## config.mk

```make
export PLATFORM = sky130hd
export DESIGN_NAME = memory_stage
export DESIGN_NICKNAME = d
export VERILOG_FILES = /design/src/rtl/memory_stage.sv
export SDC_FILE = /design/constraint.sdc
export NUM_CORES = 1
export LEC_CHECK = 0
export CAP_MARGIN = 20
export CORE_MARGIN = 2
export CORE_UTILIZATION = 30
export DETAILED_ROUTE_END_ITERATION = 6
export PLACE_DENSITY = 0.66
export SLEW_MARGIN = 5
export SYNTH_ARGS = -nofsm -noshare
export SYNTH_HDL_FRONTEND = slang
export SYNTH_SLANG_ARGS = --single-unit
```

## constraint.sdc

```tcl
create_clock -name clk -period 23.1 [get_ports clk]
set_input_delay 4.62 -clock clk [delete_from_list [all_inputs] [get_ports clk]]
set_output_delay 4.62 -clock clk [all_outputs]
set_load 0.02 [all_outputs]
```

## src/rtl/memory_stage.sv

```systemverilog
// memory_stage: pipeline MEM stage between the execute register and writeback.
//
// Turns a load/store from execute into a data-bus request, holds it across a
// variable-latency valid/data_ok handshake and stalls upstream while it waits.
// Store data and strobes are lane-aligned to the 8-byte word; load data is
// extracted from its lane and sign/zero-extended. Accesses below MMIO_BOUND
// are flagged with skip. Non-memory instructions pass through in one cycle.
//
// Handshake: while state is BUSY, dreq_valid is high and addr/size/strobe/data
// stay constant; the request completes in the cycle dresp_data_ok is high
// (single-cycle pulse). dataE is consumed only in a cycle where stall_o is low
// and dataE.valid is high.
//
// Ports:
//   clk, reset      clock, asynchronous active-high reset
//   dataE   [236:0] execute_data_t, packed MSB first:
//                   {valid, raw_instr[31:0], pc[63:0], regwrite, memtoreg,
//                    memread, memwrite, msize[1:0], mem_unsigned, dst[4:0],
//                    aluout[63:0], writedata[63:0]}
//   stall_o         high: upstream must hold dataE
//   dataM   [232:0] memory_data_t, packed MSB first:
//                   {valid, raw_instr[31:0], pc[63:0], regwrite, memtoreg,
//                    dst[4:0], aluout[63:0], readdata[63:0], skip}
//   dreq_valid      data request valid
//   dreq_addr       request address (aluout unmodified)
//   dreq_size       msize_t: 0=1B, 1=2B, 2=4B, 3=8B
//   dreq_strobe     byte write enables, 0 for loads
//   dreq_data       lane-aligned store data
//   dresp_data_ok   response / write completion pulse
//   dresp_data      read data in byte lanes of the aligned 8-byte word

module memory_stage #(
    parameter logic [63:0] MMIO_BOUND = 64'h8000_0000
) (
    input  logic         clk,
    input  logic         reset,
    input  logic [236:0] dataE,
    output logic         stall_o,
    output logic [232:0] dataM,
    output logic         dreq_valid,
    output logic [63:0]  dreq_addr,
    output logic [1:0]   dreq_size,
    output logic [7:0]   dreq_strobe,
    output logic [63:0]  dreq_data,
    input  logic         dresp_data_ok,
    input  logic [63:0]  dresp_data
);

    localparam logic [0:0] STATE_IDLE = 1'b0;
    localparam logic [0:0] STATE_BUSY = 1'b1;

    localparam logic [1:0] MSIZE1 = 2'd0;
    localparam logic [1:0] MSIZE2 = 2'd1;
    localparam logic [1:0] MSIZE4 = 2'd2;
    localparam logic [1:0] MSIZE8 = 2'd3;

    // Unpacked execute fields
    logic        e_valid;
    logic [31:0] e_raw_instr;
    logic [63:0] e_pc;
    logic        e_regwrite;
    logic        e_memtoreg;
    logic        e_memread;
    logic        e_memwrite;
    logic [1:0]  e_msize;
    logic        e_mem_unsigned;
    logic [4:0]  e_dst;
    logic [63:0] e_aluout;
    logic [63:0] e_writedata;

    assign {e_valid, e_raw_instr, e_pc, e_regwrite, e_memtoreg, e_memread,
            e_memwrite, e_msize, e_mem_unsigned, e_dst, e_aluout,
            e_writedata} = dataE;

    logic [0:0] state;

    // Latched request context
    logic [63:0] req_addr;
    logic [1:0]  req_size;
    logic [7:0]  req_strobe;
    logic [63:0] req_data;
    logic        req_unsigned;
    logic        req_store;
    logic        req_regwrite;
    logic        req_memtoreg;
    logic [4:0]  req_dst;
    logic [63:0] req_pc;
    logic [31:0] req_raw_instr;

    // Registered writeback fields
    logic        m_valid;
    logic [31:0] m_raw_instr;
    logic [63:0] m_pc;
    logic        m_regwrite;
    logic        m_memtoreg;
    logic [4:0]  m_dst;
    logic [63:0] m_aluout;
    logic [63:0] m_readdata;
    logic        m_skip;

    assign dataM = {m_valid, m_raw_instr, m_pc, m_regwrite, m_memtoreg,
                    m_dst, m_aluout, m_readdata, m_skip};

    assign stall_o     = (state == STATE_BUSY);
    assign dreq_valid  = (state == STATE_BUSY);
    assign dreq_addr   = req_addr;
    assign dreq_size   = req_size;
    assign dreq_strobe = req_strobe;
    assign dreq_data   = req_data;

    logic        e_is_mem;
    logic [2:0]  e_offset;
    logic [7:0]  st_strobe;
    logic [63:0] st_data;

    assign e_is_mem = e_memread | e_memwrite;
    assign e_offset = e_aluout[2:0];

    // Store lane alignment, computed from execute and captured at acceptance
    // so the request is stable for the whole BUSY window.
    always_comb begin
        st_strobe = 8'h00;
        case (e_msize)
            MSIZE1:  st_strobe = 8'h01 << e_offset;
            MSIZE2:  st_strobe = 8'h03 << e_offset;
            MSIZE4:  st_strobe = 8'h0F << e_offset;
            MSIZE8:  st_strobe = 8'hFF;
            default: st_strobe = 8'h00;
        endcase
        if (!e_memwrite) begin
            st_strobe = 8'h00;
        end
        st_data = e_writedata << {e_offset, 3'b000};
    end

    logic [63:0] ld_shifted;
    logic [63:0] ld_value;

    // Load extraction from the response lane of the latched address.
    always_comb begin
        ld_shifted = dresp_data >> {req_addr[2:0], 3'b000};
        ld_value   = 64'd0;
        case (req_size)
            MSIZE1: ld_value = req_unsigned ? {56'd0, ld_shifted[7:0]}
                                            : {{56{ld_shifted[7]}}, ld_shifted[7:0]};
            MSIZE2: ld_value = req_unsigned ? {48'd0, ld_shifted[15:0]}
                                            : {{48{ld_shifted[15]}}, ld_shifted[15:0]};
            MSIZE4: ld_value = req_unsigned ? {32'd0, ld_shifted[31:0]}
                                            : {{32{ld_shifted[31]}}, ld_shifted[31:0]};
            MSIZE8: ld_value = ld_shifted;
            default: ld_value = 64'd0;
        endcase
    end

    always_ff @(posedge clk or posedge reset) begin
        if (reset) begin
            state         <= STATE_IDLE;
            req_addr      <= 64'd0;
            req_size      <= 2'd0;
            req_strobe    <= 8'd0;
            req_data      <= 64'd0;
            req_unsigned  <= 1'b0;
            req_store     <= 1'b0;
            req_regwrite  <= 1'b0;
            req_memtoreg  <= 1'b0;
            req_dst       <= 5'd0;
            req_pc        <= 64'd0;
            req_raw_instr <= 32'd0;
            m_valid       <= 1'b0;
            m_raw_instr   <= 32'd0;
            m_pc          <= 64'd0;
            m_regwrite    <= 1'b0;
            m_memtoreg    <= 1'b0;
            m_dst         <= 5'd0;
            m_aluout      <= 64'd0;
            m_readdata    <= 64'd0;
            m_skip        <= 1'b0;
        end else begin
            // valid is a one-cycle pulse per completed instruction
            m_valid <= 1'b0;
            case (state)
                STATE_IDLE: begin
                    // a stray data_ok here is ignored
                    if (e_valid) begin
                        if (e_is_mem) begin
                            state         <= STATE_BUSY;
                            req_addr      <= e_aluout;
                            req_size      <= e_msize;
                            req_strobe    <= st_strobe;
                            req_data      <= st_data;
                            req_unsigned  <= e_mem_unsigned;
                            req_store     <= e_memwrite;
                            req_regwrite  <= e_regwrite;
                            req_memtoreg  <= e_memtoreg;
                            req_dst       <= e_dst;
                            req_pc        <= e_pc;
                            req_raw_instr <= e_raw_instr;
                        end else begin
                            m_valid     <= 1'b1;
                            m_raw_instr <= e_raw_instr;
                            m_pc        <= e_pc;
                            m_regwrite  <= e_regwrite;
                            m_memtoreg  <= e_memtoreg;
                            m_dst       <= e_dst;
                            m_aluout    <= e_aluout;
                            m_readdata  <= 64'd0;
                            m_skip      <= 1'b0;
                        end
                    end
                end
                STATE_BUSY: begin
                    if (dresp_data_ok) begin
                        state       <= STATE_IDLE;
                        m_valid     <= 1'b1;
                        m_raw_instr <= req_raw_instr;
                        m_pc        <= req_pc;
                        m_regwrite  <= req_regwrite;
                        m_memtoreg  <= req_memtoreg;
                        m_dst       <= req_dst;
                        m_aluout    <= req_addr;
                        m_readdata  <= req_store ? 64'd0 : ld_value;
                        m_skip      <= (req_addr < MMIO_BOUND);
                    end
                end
                default: state <= STATE_IDLE;
            endcase
        end
    end

endmodule

```

# ---- Word level (Yosys, flattened, before mapping)
# Cells that the tools add are included.
dict set report totals {
  output_inout_bits 373
  in_bits 304
  register_bits 477
  elab_cells 89
}
dict set report op_classes {
  n_reduce_logical 4
  bitwise_logic 2
  n_mux 47
  order_cmp 1
  shifts 5
  eq_ne 9
}
# cell count
set op_table {}
lappend op_table {{64-bit two-way mux} 13}
lappend op_table {{64-bit case mux with 2 select lines} 3}
lappend op_table {{64-bit case mux with 4 select lines} 1}
lappend op_table {{32-bit two-way mux} 3}
lappend op_table {{64-bit by 32-bit < comparator with 1-bit output, second input constant} 1}
lappend op_table {{32-bit case mux with 2 select lines} 1}
lappend op_table {{64-bit by 6-bit << shifter with 64-bit output} 1}
lappend op_table {{64-bit by 6-bit >> shifter with 64-bit output} 1}
lappend op_table {{8-bit case mux with 4 select lines} 1}
lappend op_table {{1-bit two-way mux} 15}
lappend op_table {{5-bit two-way mux} 3}
lappend op_table {{1-bit case mux with 2 select lines} 5}
lappend op_table {{5-bit case mux with 2 select lines} 1}
lappend op_table {{2-bit equality test, second input constant} 4}
lappend op_table {{8-bit two-way mux} 1}
lappend op_table {{1-bit by 3-bit << shifter with 8-bit output, first input constant} 1}
lappend op_table {{2-bit by 3-bit << shifter with 8-bit output, first input constant} 1}
lappend op_table {{4-bit by 3-bit << shifter with 8-bit output, first input constant} 1}
lappend op_table {{2-bit inequality test, second input constant} 3}
lappend op_table {{3-bit AND reduction} 2}
lappend op_table {{2-bit by 1-bit equality test with 1-bit output, second input constant} 2}
lappend op_table {{2-bit logical NOT} 2}
lappend op_table {{1-bit NOT} 1}
lappend op_table {{1-bit OR} 1}

# ---- Depth between registers and ports, before layout
# Gate-level depths: netlist of the first run.
dict set report logic_depth {
  word_depth 6
  depth_mapped 9
}

# ---- Worst setup path before layout of the first run
# Ideal clock, no wire load.
dict set report synth_timing {
  path_type {input to register}
  startpoint {input dataE[136]}
  endpoint {register m_readdata[28]}
  t_required_ns 22.966
  path_stages 7
  n_path_buf 3
  arrival_time_ns 5.948
  path_slack_ns 17.018
  cell_sequence {buf_2 -> nor4b_4 -> nor2_2 -> buf_4 -> buf_4 -> a221oi_1 -> a22oi_1}
}
dict set report synth_via {
  elab_chain_cells 3
}
# item line
set synth_lines {}
lappend synth_lines {{from (decl)} 37} ;# input logic [236:0] dataE,
lappend synth_lines {{1-bit OR} 116} ;# assign e_is_mem = e_memread | e_memwrite;
lappend synth_lines {{2-bit inequality test (no line)} -}
lappend synth_lines {{3-bit AND reduction (no line)} -}
lappend synth_lines {{to (signal assigned)} 221} ;# m_readdata <= req_store ? 64'd0 : ld_value;
lappend synth_lines {{to (decl)} 98} ;# logic [63:0] m_readdata;
# Every way passes these cells.
# A chain may end at the register's enable or synchronous reset.

# ---- Worst setup path in the final report of the first run
dict set report layout_timing {
  startpoint {input dataE[136]}
  endpoint {register m_pc[1]}
}
dict set report layout_via {
  elab_chain_cells 3
}
# item line
set layout_lines {}
lappend layout_lines {{1-bit OR} 116}
lappend layout_lines {{2-bit inequality test (no line)} -}
lappend layout_lines {{3-bit AND reduction (no line)} -}
lappend layout_lines {{to (signal assigned)} 201} ;# m_pc <= e_pc;
lappend layout_lines {{to (signal assigned)} 216} ;# m_pc <= req_pc;
lappend layout_lines {{to (decl)} 93} ;# logic [63:0] m_pc;
# Every way passes these cells.

==> reports/metrics.yaml, run 1 <==
yosys:
  ys_seq_elements: 477
  synthesis.area_mm2: 0.0234
  synth_area_leaders: "dfrtp_1 51%, nand2_1 12%, mux2i_1 11%"
  synth_top_flop_cell: "dfrtp_1"
  postSynthAreaPerCell_um2: 9.75
  synthArstFlopShare: 1.00
  yosysWarningCount: 0
  synth_top_area_cell: "dfrtp_1"
  synthCells: 2398
  synth_edf_count: 0
  ys_types: 58
  synth_top_area_frac: 0.510
  yosysSeqAreaShare: 0.510
  synth_fp_nets: 2704
floorplan:
  pin_count: 677
  die_w_um: 283
  start_util: 0.302
  die-area_mm2: 0.0802
  die-height_um: 283
  core_mm2: 0.0773
  rows: 102
clocking:
  cts_buffer_depth: 3
  cts_sinks: 477
  cts_inserted_buffers: 54
  clock-root-buffer: "clkbuf_16"
  cts-htree-levels: 2
  ctsResizeCount: 0
  clock_latency_ns: 0.59
  cts_tree: "built"
  postCtsHoldBufs: 0
  clkTransAtPathRegs_ns: 0.06
  cts_setup_buffers: 0
placed_design:
  dp.final_hpwl_um: 61800
  gp_congestion: 0.925
  io_buffers: 676
status:
  outcome: "complete, no violations"
final_layout:
  fillerInstances: 7470
  final_cell_mix: "757 x nand2_1, 673 x clkdlybuf4s50_1, 474 x dfrtp_1"
  areaGrowthSynthToFinish_pct: 40.2
  nets: 3270
  fin_util: 0.424
  drive_gt1_frac: 0.0682
  layout_commonest_cell: "nand2_1"
setup_path:
  crit_end: "m_pc[1]"
  worst-path-max-fanout: 102
  r2r-start: "dreq_valid"
  required_ns: 23.53
  arrival_ns: 8.40
  reg2reg_slack_ns: 19.07
  start_kind: "input port"
  crit_type: "input port to register"
  reg2reg_depth: 7
  crit_path_start: "dataE[136]"
  r2r_end: "m_pc[1]"
  end_kind: "register"
sta:
  tns_ns: 0
  post-route-period-util: 0.345
  period_needed_ns: 7.97
  rsz0062_at_grt: "no"
  finalSetupViolations: 0
  finClkSkew_ns: 0.0115
  maxSlewHeadroom: 0.212
  hold_viol: 0
  fmax_mhz: 125
  worst_pin_slew_ns: 1.18
  slew_violations: 0
route:
  detail_route.wl_per_cell_um: 21.4
  ant_nets: 0
  drtIter0Drc: 1872
  vias: 20300
  vias_per_cell: 5.01
  drt_first_pass_iters: 5
  wirelength_um: 86800
  drc: 0
grt:
  gr-total-overflow: 0
  antenna_found_initial: 6
  grt_max_degree: 169
  grt_pass1_wl_um: 131000
  track_usage: 0.210
  grt_pass1_vias: 19900
pwr:
  ir_worst_vdd_mv: 0.0489
  p_per_area_mw_per_mm2: 103
  leakage_nw: 14.4
hold_path:
  min_path_type: "register to register"
flow_run:
  cap_violations: 0
[critical path: stages]
cell	delay [ns]
clkdlybuf4s50_1	0.72
nor4b_4	0.10
buf_4	0.23
nor2_4	0.10
buf_4	0.75
buf_4	0.38
buf_16	0.32
buf_4	0.74
o21ai_0	0.22
[logic make-up after synthesis]
kind of cell,synth area share
and+or+nand+nor,0.158
adders and majority gates,0.00107
muxes,0.161
buffers and inverters,0.0417
DFF,0.510
AOI/OAI and AO/OA,0.128
[how the worst min path moves through the flow]
stage          slack [ns]         startpoint  depth (start not counted)                 to
2_1_floorplan        0.44          req_store                          2          req_store
3_3_place_gp         0.46         req_pc[43]                          2         req_pc[43]
3_5_place_dp         0.46  req_raw_instr[20]                          2  req_raw_instr[20]
4_1_cts              0.48         req_pc[33]                          2         req_pc[33]
5_1_grt              0.49   req_raw_instr[6]                          2   req_raw_instr[6]
6_report             0.47         req_pc[31]                          2         req_pc[31]
[cell type report]
type	instances	area (µm²)	share of cell area
Clock inverter	24	315	0.00962
Antenna cell	3	7.51	0.000229
Clock buffer	73	1590	0.0486
Inverter	15	63.8	0.00195
Timing Repair Buffer	704	7030	0.215
Tap cell	1040	1300	0.0397
Sequential cell	477	11900	0.364
Multi-Input combinational cell	1712	10500	0.321
[per-stage QoR]
step	cell area (µm²)	hold slack, ns	worst slack [ns]	power [mW]	instances
final	32800	0.473	15.13	3.37	4048
after detailed placement	30800	0.462	14.24	2.46	3947
after floorplan	23400	0.438	5.17	1.84	2398
after global placement	30800	0.456	14.37	2.45	3946
after CTS	32700	0.477	14.92	3.40	4044
after global routing	32800	0.490	14.90	3.53	4047
[routing by layer]
metal,vias up,part of all wire,track usage
met3,151,0.066,0.0372
met2,807,0.49,0.352
met5,-,0.00045,0
met1,9854,0.41,0.273
li1,9450,-,-
met4,6,0.034,0.0706
[flip-flops by register name, indices dropped and copies added, names as in the netlist]
register,cells
dreq_strobe,8
m_pc,64
dreq_data,64
m_raw_instr,32
m_memtoreg,1
req_dst,5
m_aluout,64
dreq_size,2
req_store,1
m_regwrite,1
req_regwrite,1
dreq_valid,1
dreq_addr,64
m_skip,1
m_readdata,64
req_unsigned,1
req_memtoreg,1
m_valid,1
req_raw_instr,32
req_pc,64
m_dst,5
[cells in the mapped netlist, types with 2 or more instances]
master,count
dfrtp_1,477
clkbuf_1,75
a22oi_1,19
nand2_1,757
o21a_1,5
nor2b_1,11
mux2_2,17
buf_1,12
o211ai_1,10
nand3b_1,6
a31oi_1,34
inv_1,12
and3b_1,2
a2bb2oi_1,4
nor2_1,82
inv_2,2
a32o_1,3
a221oi_1,17
a22o_1,17
a21oi_1,57
o22ai_1,25
o31ai_1,8
ha_1,2
nand2b_1,10
nor3b_1,17
buf_4,13
a211oi_1,24
nor4_1,8
buf_6,4
a32oi_1,20
a211o_1,9
a32oi_2,5
and3_1,2
o21ai_1,12
or2_2,3
buf_2,90
mux4_2,40
o21ai_0,194
nand4bb_1,2
mux2i_1,267
o221ai_1,6
nand4_1,2
[where the power goes]
group          internal, mW  switching (mW)  total (mW)
clock network         0.560           0.364       0.924
logic                 0.550           0.690        1.24
registers              1.05           0.155        1.21
Power figures use the tool's default switching activity.
==> run 2: changes to the inputs <==
==> constraint.sdc (replaced) <==
create_clock -name clk -period 8.24 [get_ports clk]
set_input_delay 1.648 -clock clk [delete_from_list [all_inputs] [get_ports clk]]
set_output_delay 1.648 -clock clk [all_outputs]
set_load 0.02 [all_outputs]
==> run 2 against run 1 <==
  * Design area is 0.19% higher
  * Sequential power grew to 2.8 times the previous value
  * Utilization is 0.079 points higher
  * Routed wire length is 2.2% higher
  * Die area stayed put
  * Register-to-register slack worse by 14 ns
  * Clock-buffer cell count is 8 higher
  * Power grew to 2.8 times the previous value
  * Setup slack worse by 11 ns
  * Critical endpoint is now m_aluout[58]
  * Largest power group unchanged
  * Highest routed layer unchanged
==> reports/metrics.yaml, run 2 (synthesis gave the netlist of run 1 again) <==
grt:
  grt_pass1_wl_um: 134000
  grt_max_degree: 265
  grt_pass1_vias: 20500
  track_usage: 0.216
  gr-total-overflow: 0
  antenna_found_initial: 6
flow_run:
  cap_violations: 0
route:
  drtIter0Drc: 1733
  ant_nets: 0
  vias_per_cell: 5.03
  drt-met1-wl_um: 36900
  top_layer_used: "met5"
  vias: 20400
  met2_length_um: 42600
  wl_met3_um: 6150
  drc: 0
  wirelength_um: 88700
  detail_route.wl_per_cell_um: 21.8
  drt_first_pass_iters: 6
pwr:
  leakage_nw: 14.5
  total_power_mw: 9.49
  ir_worst_vdd_mv: 0.145
  p_per_area_mw_per_mm2: 289
final_layout:
  layout_commonest_cell: "nand2_1"
  final_cells: 4063
  areaGrowthSynthToFinish_pct: 40.4
  final_cell_mix: "757 x nand2_1, 673 x clkdlybuf4s50_1, 473 x dfrtp_1"
  fin_util: 0.425
  nets: 3279
  drive_gt1_frac: 0.0705
  stdcell_area_mm2: 0.0328
sta:
  finClkSkew_ns: 0.0203
  fmax_mhz: 221
  period_needed_ns: 4.52
  setup_slack_ns: 3.72
  timing.hold.ws_ns: 0.471
  rsz0062_at_grt: "no"
  tns_ns: 0
  post-route-period-util: 0.549
  hold_viol: 0
  maxSlewHeadroom: 0.180
  finalSetupViolations: 0
  slew_violations: 0
  worst_pin_slew_ns: 1.23
clocking:
  cts_setup_buffers: 0
  cts-htree-levels: 2
  clkTransAtPathRegs_ns: 0.06
  cts_buffer_depth: 3
  ctsResizeCount: 0
  cts_sinks: 477
  cts_inserted_buffers: 59
  postCtsHoldBufs: 0
  clock-root-buffer: "clkbuf_16"
  clock_latency_ns: 0.61
  cts_tree: "built"
setup_path:
  start_kind: "input port"
  arrival_ns: 4.97
  crit_type: "input port to register"
  end_kind: "register"
  required_ns: 8.68
  worst-path-max-fanout: 84
floorplan:
  start_util: 0.302
  die_w_um: 283
  pin_count: 677
  core_mm2: 0.0773
  rows: 102
  die-height_um: 283
  die-area_mm2: 0.0802
placed_design:
  place_area_mm2: 0.0309
  dp.final_hpwl_um: 62900
  pre_cts_slack_ns: 3.15
  gp_congestion: 0.948
  io_buffers: 676
  dp.cells: 3952
status:
  outcome: "complete, no violations"
hold_path:
  min_path_type: "register to register"
-- run 2: cell count changes in the layout (fill, tap and decap cells not counted), moves of 2 or more --
cell / delta
clkbuf_1: +8
bufinv_16: -3
clkinv_4: +2
clkbuf_16: +5
buf_4: +5
clkbuf_8: -5
inv_6: +3
-- run 2: per-layer routing --
layer | GRT usage | up-vias
met5 | 0 | -
met4 | 0.0734 | 4
met3 | 0.0479 | 164
met2 | 0.357 | 819
met1 | 0.279 | 9949
li1 | - | 9491
-- run 2: critical path, stage by stage --
cell,delay (ns)
clkdlybuf4s50_1,0.62
and2_0,0.63
nor2_4,0.47
buf_4,0.56
buf_4,0.68
o21ai_0,0.23
-- run 2: area by class of cell --
| type | instances | area (µm²) |
|---|---|---|
| fillers | 7509 | 44500 |
| flip-flops and latches | 477 | 11900 |
| multi-input cells | 1712 | 10500 |
| repair buffers | 708 | 7040 |
| clock buffers | 81 | 1680 |
| well taps | 1040 | 1300 |
| clock inverters | 27 | 283 |
| inverters | 15 | 60.1 |
| diodes | 3 | 7.51 |
-- run 2: path summary, 6_finish.rpt --
path | start | endpoint | slack (ns) | depth (start not counted)
min | req_raw_instr[13] | req_raw_instr[13] | 0.47 | 2
max reg2reg | dreq_valid | m_pc[16] | 4.71 | 5
min reg2reg | req_raw_instr[13] | req_raw_instr[13] | 0.47 | 2
min in group asynchronous | reset | m_aluout[43] | 1.48 | 2
max in group asynchronous | reset | req_raw_instr[7] | 5.05 | 4
max | dresp_data_ok | m_aluout[58] | 3.72 | 6
-- run 2: power breakdown --
group | leakage [nW] | internal, mW | switching (mW)
Clock | 0.974 | 1.55 | 1.08
Sequential | 6.00 | 2.94 | 0.424
Combinational | 7.50 | 1.54 | 1.95
Total | 14.5 | 6.04 | 3.45
==> run 3: changes to the inputs <==
==> constraint.sdc (replaced) <==
create_clock -name clk -period 4.4 [get_ports clk]
set_input_delay 0.88 -clock clk [delete_from_list [all_inputs] [get_ports clk]]
set_output_delay 0.88 -clock clk [all_outputs]
set_load 0.02 [all_outputs]
==> run 3 against run 2 <==
  * Clock skew is 0.0032 ns lower
  * Design area is 0.77% higher
  * Worst hold slack worse by 0.0012 ns
  * Clock-buffer cell count is 8 higher
  * Combinational power is 87% higher
  * Largest cell class unchanged
==> reports/metrics.yaml, run 3 (synthesis gave the netlist of run 1 again) <==
flow_run:
  cap_violations: 0
sta:
  post-route-period-util: 0.737
  finClkSkew_ns: 0.0171
  period_needed_ns: 3.24
  finalSetupViolations: 0
  worst_pin_slew_ns: 0.976
  hold_viol: 0
  rsz0062_at_grt: "no"
  setup_slack_ns: 1.16
  slew_violations: 0
  fmax_mhz: 308
  maxSlewHeadroom: 0.347
route:
  drtIter0Drc: 1641
  vias: 20500
  vias_per_cell: 5.02
  detail_route.wl_per_cell_um: 21.5
  wirelength_um: 88000
  ant_nets: 0
  drc: 0
  drt_first_pass_iters: 5
final_layout:
  areaGrowthSynthToFinish_pct: 41.5
  fillerInstances: 7525
  multiInputGateArea_mm2: 0.0105
  stdcell_area_mm2: 0.0331
  nets: 3300
  drive_gt1_frac: 0.0747
  regArea_mm2: 0.0119
  final_cell_mix: "757 x nand2_1, 673 x clkdlybuf4s50_1, 473 x dfrtp_1"
  layout_commonest_cell: "nand2_1"
placed_design:
  dp.final_hpwl_um: 63900
  pre_cts_slack_ns: 1.03
  gp_congestion: 0.918
  place_area_mm2: 0.0312
  io_buffers: 676
setup_path:
  crit_family: "flip-flops"
  crit_chain: "clkdlybuf4s50_1"
  crit_path_start: "dreq_addr[1]"
  arrival_ns: 2.36
  worst-path-max-fanout: 33
  crit_type: "register to output port"
  required_ns: 3.52
  r2r-start: "dreq_valid"
  reg2reg_slack_ns: 1.49
  cpPeakStageDelay_ns: 0.95
  crit_buf_inv: 1
  start_kind: "register"
  slowest_stage: "dfrtp_2"
  end_kind: "output port"
clocking:
  clock-root-buffer: "clkbuf_16"
  cts_sinks: 477
  cts-htree-levels: 2
  ctsResizeCount: 0
  clock_latency_ns: 0.60
  cts_setup_buffers: 0
  cts_buffer_depth: 3
  cts_inserted_buffers: 57
  cts_tree: "built"
  postCtsHoldBufs: 0
  clkTransAtPathRegs_ns: 0.06
grt:
  grt_max_degree: 127
  antenna_found_initial: 5
  track_usage: 0.213
  grt_pass1_vias: 20400
  grt_pass1_wl_um: 132000
  gr-total-overflow: 0
floorplan:
  rows: 102
  die_w_um: 283
  core_mm2: 0.0773
  start_util: 0.302
  die-area_mm2: 0.0802
  pin_count: 677
  die-height_um: 283
pwr:
  ir_worst_vdd_mv: 0.301
  leakage_nw: 14.6
  p_per_area_mw_per_mm2: 533
hold_path:
  min_path_type: "register to register"
  hp-start: "req_store"
status:
  outcome: "complete, no violations"
## run 3: worst paths after layout
kind,to,depth (start not counted)
worst max-delay path,dreq_addr[1],1
worst min-delay path,req_store,2
worst max register to register,m_pc[48],4
worst min register to register,req_store,2
max in group asynchronous,m_pc[53],4
min in group asynchronous,dreq_addr[24],2
## run 3: layout make-up
class                      count  area share
antenna                        5    0.000378
clock buffer                  89      0.0526
clock inverter                14     0.00408
inverter                      15     0.00181
multi-input combinational   1712       0.318
sequential                   477       0.361
tap                         1040      0.0393
timing repair buffer         731       0.223
## run 3: through the flow
step	TNS [ns]	util	power (mW)	hold slack, ns	cells
6_report	0	0.428	17.6	0.470	4083
5_1_grt	0	0.428	18.5	0.481	4082
4_1_cts	0	0.428	17.8	0.475	4078
3_5_place_dp	0	0.403	13.0	0.460	3975
3_3_place_gp	0	0.403	12.9	0.457	3975
2_1_floorplan	-1403.70	-	9.68	0.438	2398
## run 3: power breakdown
group          internal [mW]  leakage (nW)  switching (mW)
Combinational           2.94          7.67            3.57
Sequential              5.51          6.00           0.870
Clock                   2.81         0.917            1.92
## run 3: metal layers
layer  vias up  track usage  share of wire
met5         -            0        0.00014
met4         2       0.0824          0.039
met3       165       0.0519          0.073
met2       790        0.354           0.48
met1     10000        0.267           0.41
li1       9533            -              -
## run 3: worst min-delay path, stage by stage, from the launching register on
cell and delay [ns]:
dfrtp_1 0.33, nand2_1 0.05, nand2_1 0.05
